$ cat src/rtl/piso_shift_tx.sv
// Parallel-in serial-out transmitter: accepts a word on a valid/ready
// handshake and sends it one bit per ce strobe on q, qualified by q_valid,
// with a one-cycle done pulse once the final bit has been consumed.
//
// state | meaning
// IDLE  | no word in flight, q/q_valid/busy low, ready for a load
// SHIFT | a word is being presented on q, one bit per ce strobe
module piso_shift_tx #(
    parameter int N         = 4,
    parameter bit MSB_FIRST = 1'b1
) (
    input  logic         clk,
    input  logic         rst,
    input  logic         ce,
    input  logic         load_valid,
    input  logic [N-1:0] din,
    output logic         load_ready,
    output logic         q,
    output logic         q_valid,
    output logic         busy,
    output logic         done
);

    localparam int CW = $clog2(N);

    typedef enum logic {
        IDLE  = 1'b0,
        SHIFT = 1'b1
    } state_t;

    state_t         state;
    // sreg holds only the bits still waiting behind the one already on q,
    // aligned so the next bit to send always sits at the output end.
    logic [N-1:0]   sreg;
    logic [CW-1:0]  cnt;

    logic           last_bit;
    logic           load;
    logic           first_bit;
    logic [N-1:0]   load_rest;
    logic           next_bit;
    logic [N-1:0]   sreg_shifted;

    assign last_bit   = (state == SHIFT) && ce && (cnt == '0);
    assign load_ready = (state == IDLE) || last_bit;
    assign load       = load_valid && load_ready;

    // Bit-order selection: which din bit goes first and how the remainder moves.
    generate
        if (MSB_FIRST) begin : g_msb
            assign first_bit    = din[N-1];
            assign load_rest    = {din[N-2:0], 1'b0};
            assign next_bit     = sreg[N-1];
            assign sreg_shifted = {sreg[N-2:0], 1'b0};
        end else begin : g_lsb
            assign first_bit    = din[0];
            assign load_rest    = {1'b0, din[N-1:1]};
            assign next_bit     = sreg[0];
            assign sreg_shifted = {1'b0, sreg[N-1:1]};
        end
    endgenerate

    // Sequencer: load, shift on ce, finish word; a load on the last bit chains words gaplessly.
    always_ff @(posedge clk or negedge rst) begin
        if (!rst) begin
            state   <= IDLE;
            sreg    <= '0;
            cnt     <= '0;
            q       <= 1'b0;
            q_valid <= 1'b0;
            busy    <= 1'b0;
            done    <= 1'b0;
        end else begin
            done <= 1'b0;
            if (load) begin
                sreg    <= load_rest;
                q       <= first_bit;
                q_valid <= 1'b1;
                busy    <= 1'b1;
                cnt     <= CW'(N - 1);
                state   <= SHIFT;
                if (last_bit) begin
                    done <= 1'b1;
                end
            end else if (state == SHIFT && ce) begin
                if (cnt == '0) begin
                    done    <= 1'b1;
                    state   <= IDLE;
                    q       <= 1'b0;
                    q_valid <= 1'b0;
                    busy    <= 1'b0;
                end else begin
                    sreg <= sreg_shifted;
                    q    <= next_bit;
                    cnt  <= cnt - CW'(1);
                end
            end
        end
    end

endmodule

$ cat config.mk
export PLATFORM = sky130hd
export DESIGN_NAME = piso_shift_tx
export DESIGN_NICKNAME = d
export VERILOG_FILES = /design/src/rtl/piso_shift_tx.sv
export SDC_FILE = /design/constraint.sdc
export NUM_CORES = 1
export LEC_CHECK = 0
export CAP_MARGIN = 20
export CORE_AREA = 2 2 39 41
export DETAILED_ROUTE_END_ITERATION = 8
export DIE_AREA = 0 0 41 43
export HOLD_SLACK_MARGIN = 0.02
export MAX_ROUTING_LAYER = met4
export SYNTH_ARGS = -nofsm -noshare
export SYNTH_HDL_FRONTEND = slang
export SYNTH_SLANG_ARGS = --single-unit
$ cat constraint.sdc
create_clock -name clk -period 2.6 [get_ports clk]
set_clock_uncertainty 0.1 [all_clocks]
set_input_delay 0.65 -clock clk [delete_from_list [all_inputs] [get_ports clk]]
set_output_delay 0.65 -clock clk [all_outputs]
set_load 0.005 [all_outputs]
After elaboration in Yosys (flattened, before gate mapping):

Index checks and enable logic that the tools add are counted.
W data, S select, Z words.

* register bits: 9
* output and inout bits: 5
* input port bits: 8

* reduce and logical (&&, ||, !) cells: 9
* bitwise logic cells: 1
* equal/unequal tests: 1
* multiplexer cells: 16
* add/subtract/negate cells: 1

Operators with widths (count)
* $mux W4: 3
* $mux W1: 10
* $mux W2: 3
* $reduce_and A2 Y1: 2
* $reduce_bool A2 Y1: 2
* $logic_and A1 B1 Y1: 3
* $logic_not A2 Y1: 1
* $ne A2 B2 Y1 const B: 1
* $sub A2 B1 Y2 const B: 1
* $logic_or A1 B1 Y1: 1
* $not A1 Y1: 1

Longest topological paths before layout:

* depth in word-level cells: 6
* depth in mapped cells: 6
* gate-level depth less buffers: 6

Least setup slack after synthesis:

No wires, ideal clock.

* kind: input -> output
* start point: in ce
* end point: out load_ready
* arrival: 865 ps
* cell stages on the path: 1
* setup slack: 985 ps
* cell sequence: a21bo_4

* cells in the longest elaborated chain, start to end: 3

Ends and longest elaborated chain
* from (decl): line 14 `input logic ce,`
* $logic_and A1 B1 Y1 (2 in series): line 44 `assign last_bit = (state == SHIFT) && ce && (cnt == '0);`
* $logic_or A1 B1 Y1: line 45 `assign load_ready = (state == IDLE) || last_bit;`
* to (decl): line 17 `output logic load_ready,`

No other way between the ends.

Worst setup path in the final report:

Same ends and word-level chain as after synthesis.

==> run metrics <==
row cnt=14; DRT antenna net count=0; hpwl dp=647.5 um; asr flop ratio synth=1.000; final WL=826 um; worst-skew pair later-pin latency=0.25 ns; Pre-antenna DRT Iters=2; IO Pins=13; filler instances=147; Comb pwr share=0.429; top-area cell type share of the netlist area=0.4776; max cap viols=0; FF+latch count, synth=8; die area=0.001763 sq mm; hold_sp=sreg[1]; Setup CP Type=in2out; register area=200.2 sq um; largest family of logic cells by synthesized area=compound AO/OA/AOI/OAI gates; DR vias=343; post-synth top area cell=dfrtp_1; PostCTS Resize Cnt=0; Reg2Reg Depth=7; CTS sink cnt=8; status=complete, no violations; Syn Area/Cell=10.22 sq um; setup bufs post-CTS=0; Seq pwr share=0.389; die height=43 um; layout cells sized above 1=0.1579; Post-synth EDFFs=0; Sw Share=0.3242; Yosys warnings=0; Cells after Synth=41; Final Hold Fails=0; initial drt markers=1; RSZ-0062 raised after global routing=no; static leakage=0.0002821 uW; synth top area cells=dfrtp_1 (48%), mux2i_1 (7.2%), inv_1 (4.5%); DR WL/cell=11.32 um; Via density=4.699; Final Slew Violations=0; WP data required=1.85 ns; hold_buf cts=0; Synth Area in Compound Gates=0.1881; Max Root-Sink Buffers=2; XOR/XNOR Fraction of Synth Area=0; Mapped Area=419.2 sq um; Critical Path AT=1.76 ns; prevailing post-synth register cell=dfrtp_1; placed cell count=70; core area=0.001384 sq mm; Clk pwr share=0.182; gr usage total=0.1308; initial antenna violation count=0; CP Capture Type=primary output; first-pass GRT wire length=1490 um; multiplexer share of the synthesized area=0.07164; post-layout min period=2.510 ns; Max Fclk=0.3984 GHz; # DRC=0; Hold Path Class=reg2reg; CTS H-tree depth=1; CTS buffer count=3; Worst-Margin Slew=0.3896 ns; vias in the first global route=350; final layout net count=68; Power Total=516.1 uW; I/O Buffers=12; most numerous cell in the Yosys netlist=dfrtp_1; syn nets=50; Layout area overhead=40.60%; Worst setup startpoint=ce; Final period util=0.9654; Total Negative Setup Slacks=0 ns; register area share after synthesis=0.4776; initial core utilization=0.3029; CTS tree=done; Setup violations, final=0; Pint=348.8 uW; Die Wd=41 um; Worst-path clk slew=0.05 ns; Sw Pwr=167.3 uW; Placer Congestion=0.7406; Hold Path Stages=2; Synth Area in Simple Gates=0.1701; antenna cells=0; startpoint type of the worst setup path=input pin; adder-cell share of the synthesized area=0.02985; Power per Cell Area=875.8 mW/mm^2; Worst Path Max Fanout=2; reg2reg start=cnt[0]; Synth top cells by count=dfrtp_1 (8), inv_1 (5), mux2i_1 (3), nand3_1 (3), nor2_1 (3); clock root cell=clkbuf_4; multi-input logic area=192.7 sq um; slew margin rel.=0.7395; Peak VDD IR=0.3682 mV; Synth cell types=21; grt ovf=0; pin count of the biggest net entering global routing=10; final instance count without filler cells=73
-- layout by cell type, fill, tap and decap left out, drive strengths merged --
| cell | Yosys | routed |
|---|---|---|
| nand3 | 3 | 3 |
| clkdlybuf4s50 | 0 | 12 |
| a31oi | 1 | 1 |
| a32oi | 1 | 1 |
| a21bo | 1 | 1 |
| mux2i | 3 | 3 |
| nor2b | 1 | 1 |
| inv | 5 | 5 |
| ha | 1 | 1 |
| clkbuf | 0 | 3 |
| nand2 | 3 | 3 |
| o21ai | 3 | 3 |
| buf | 1 | 2 |
| dfrtp | 8 | 8 |
| and3 | 2 | 2 |
| nor2 | 3 | 3 |
| o22ai | 1 | 1 |
| a21oi | 3 | 3 |
| nand2b | 1 | 1 |
-- final timing paths --
check                                  end  slack (ns)
min in group asynchronous             done        0.58
max in group asynchronous          sreg[2]        1.53
worst min-delay path               sreg[1]        0.43
worst max-delay path            load_ready        0.09
worst min register to register     sreg[1]        0.43
worst max register to register     sreg[2]        1.00
-- worst max-delay path: stages --
cell	delay, ns
clkdlybuf4s50_1	0.49
a21bo_4	0.13
clkdlybuf4s50_1	0.49
-- through the flow --
step | hold WS, ns | utilization | setup WS, ns | cell area [sq um]
2_1_floorplan | 0.2544 | - | 0.9854 | 419.2
3_3_place_gp | 0.4188 | 0.4096 | 0.09370 | 566.8
3_5_place_dp | 0.4220 | 0.4096 | 0.08608 | 566.8
4_1_cts | 0.4333 | 0.4259 | 0.08611 | 589.3
5_1_grt | 0.4738 | 0.4259 | 0.06391 | 589.3
6_report | 0.4256 | 0.4259 | 0.08993 | 589.3
-- final cells by class --
type	count	area share
repair buffers	14	0.2293
multi-input cells	27	0.3270
clock buffers	3	0.03822
flip-flops and latches	8	0.3397
inverters	5	0.03185
well taps	16	0.03397
-- cells by family (layout without fill, tap and decap cells) --
family,after synthesis,count (layout)
multiplexers,3,3
AO/OA/AOI/OAI,10,10
adder cells (fa/ha/maj),1,1
AND/OR/NAND/NOR,13,13
flip-flops,8,8
buffers and inverters,6,22
-- sequential cells by signal, indices dropped and copies added (netlist names) --
signal  flops
done        1
sreg        3
q           1
state       1
cnt         2
-- power by group through the flow --
stage                     Clock, uW  Sequential (uW)  Combinational, uW
after global routing            110              209                249
final                          94.1              201                221
after floorplan                   0              200                139
after global placement            0              204                222
after CTS                       100              202                225
after detailed placement          0              205                225
-- routing by layer --
metal | GRT usage | vias to the layer above | routed length [um]
met5 | - | - | 0
met1 | 0.1821 | 159 | 384
met2 | 0.1656 | 7 | 384
met4 | 0.06000 | 0 | 19
li1 | - | 174 | -
met3 | 0.04712 | 3 | 37
No activity file was read; power rests on OpenSTA's default activity.
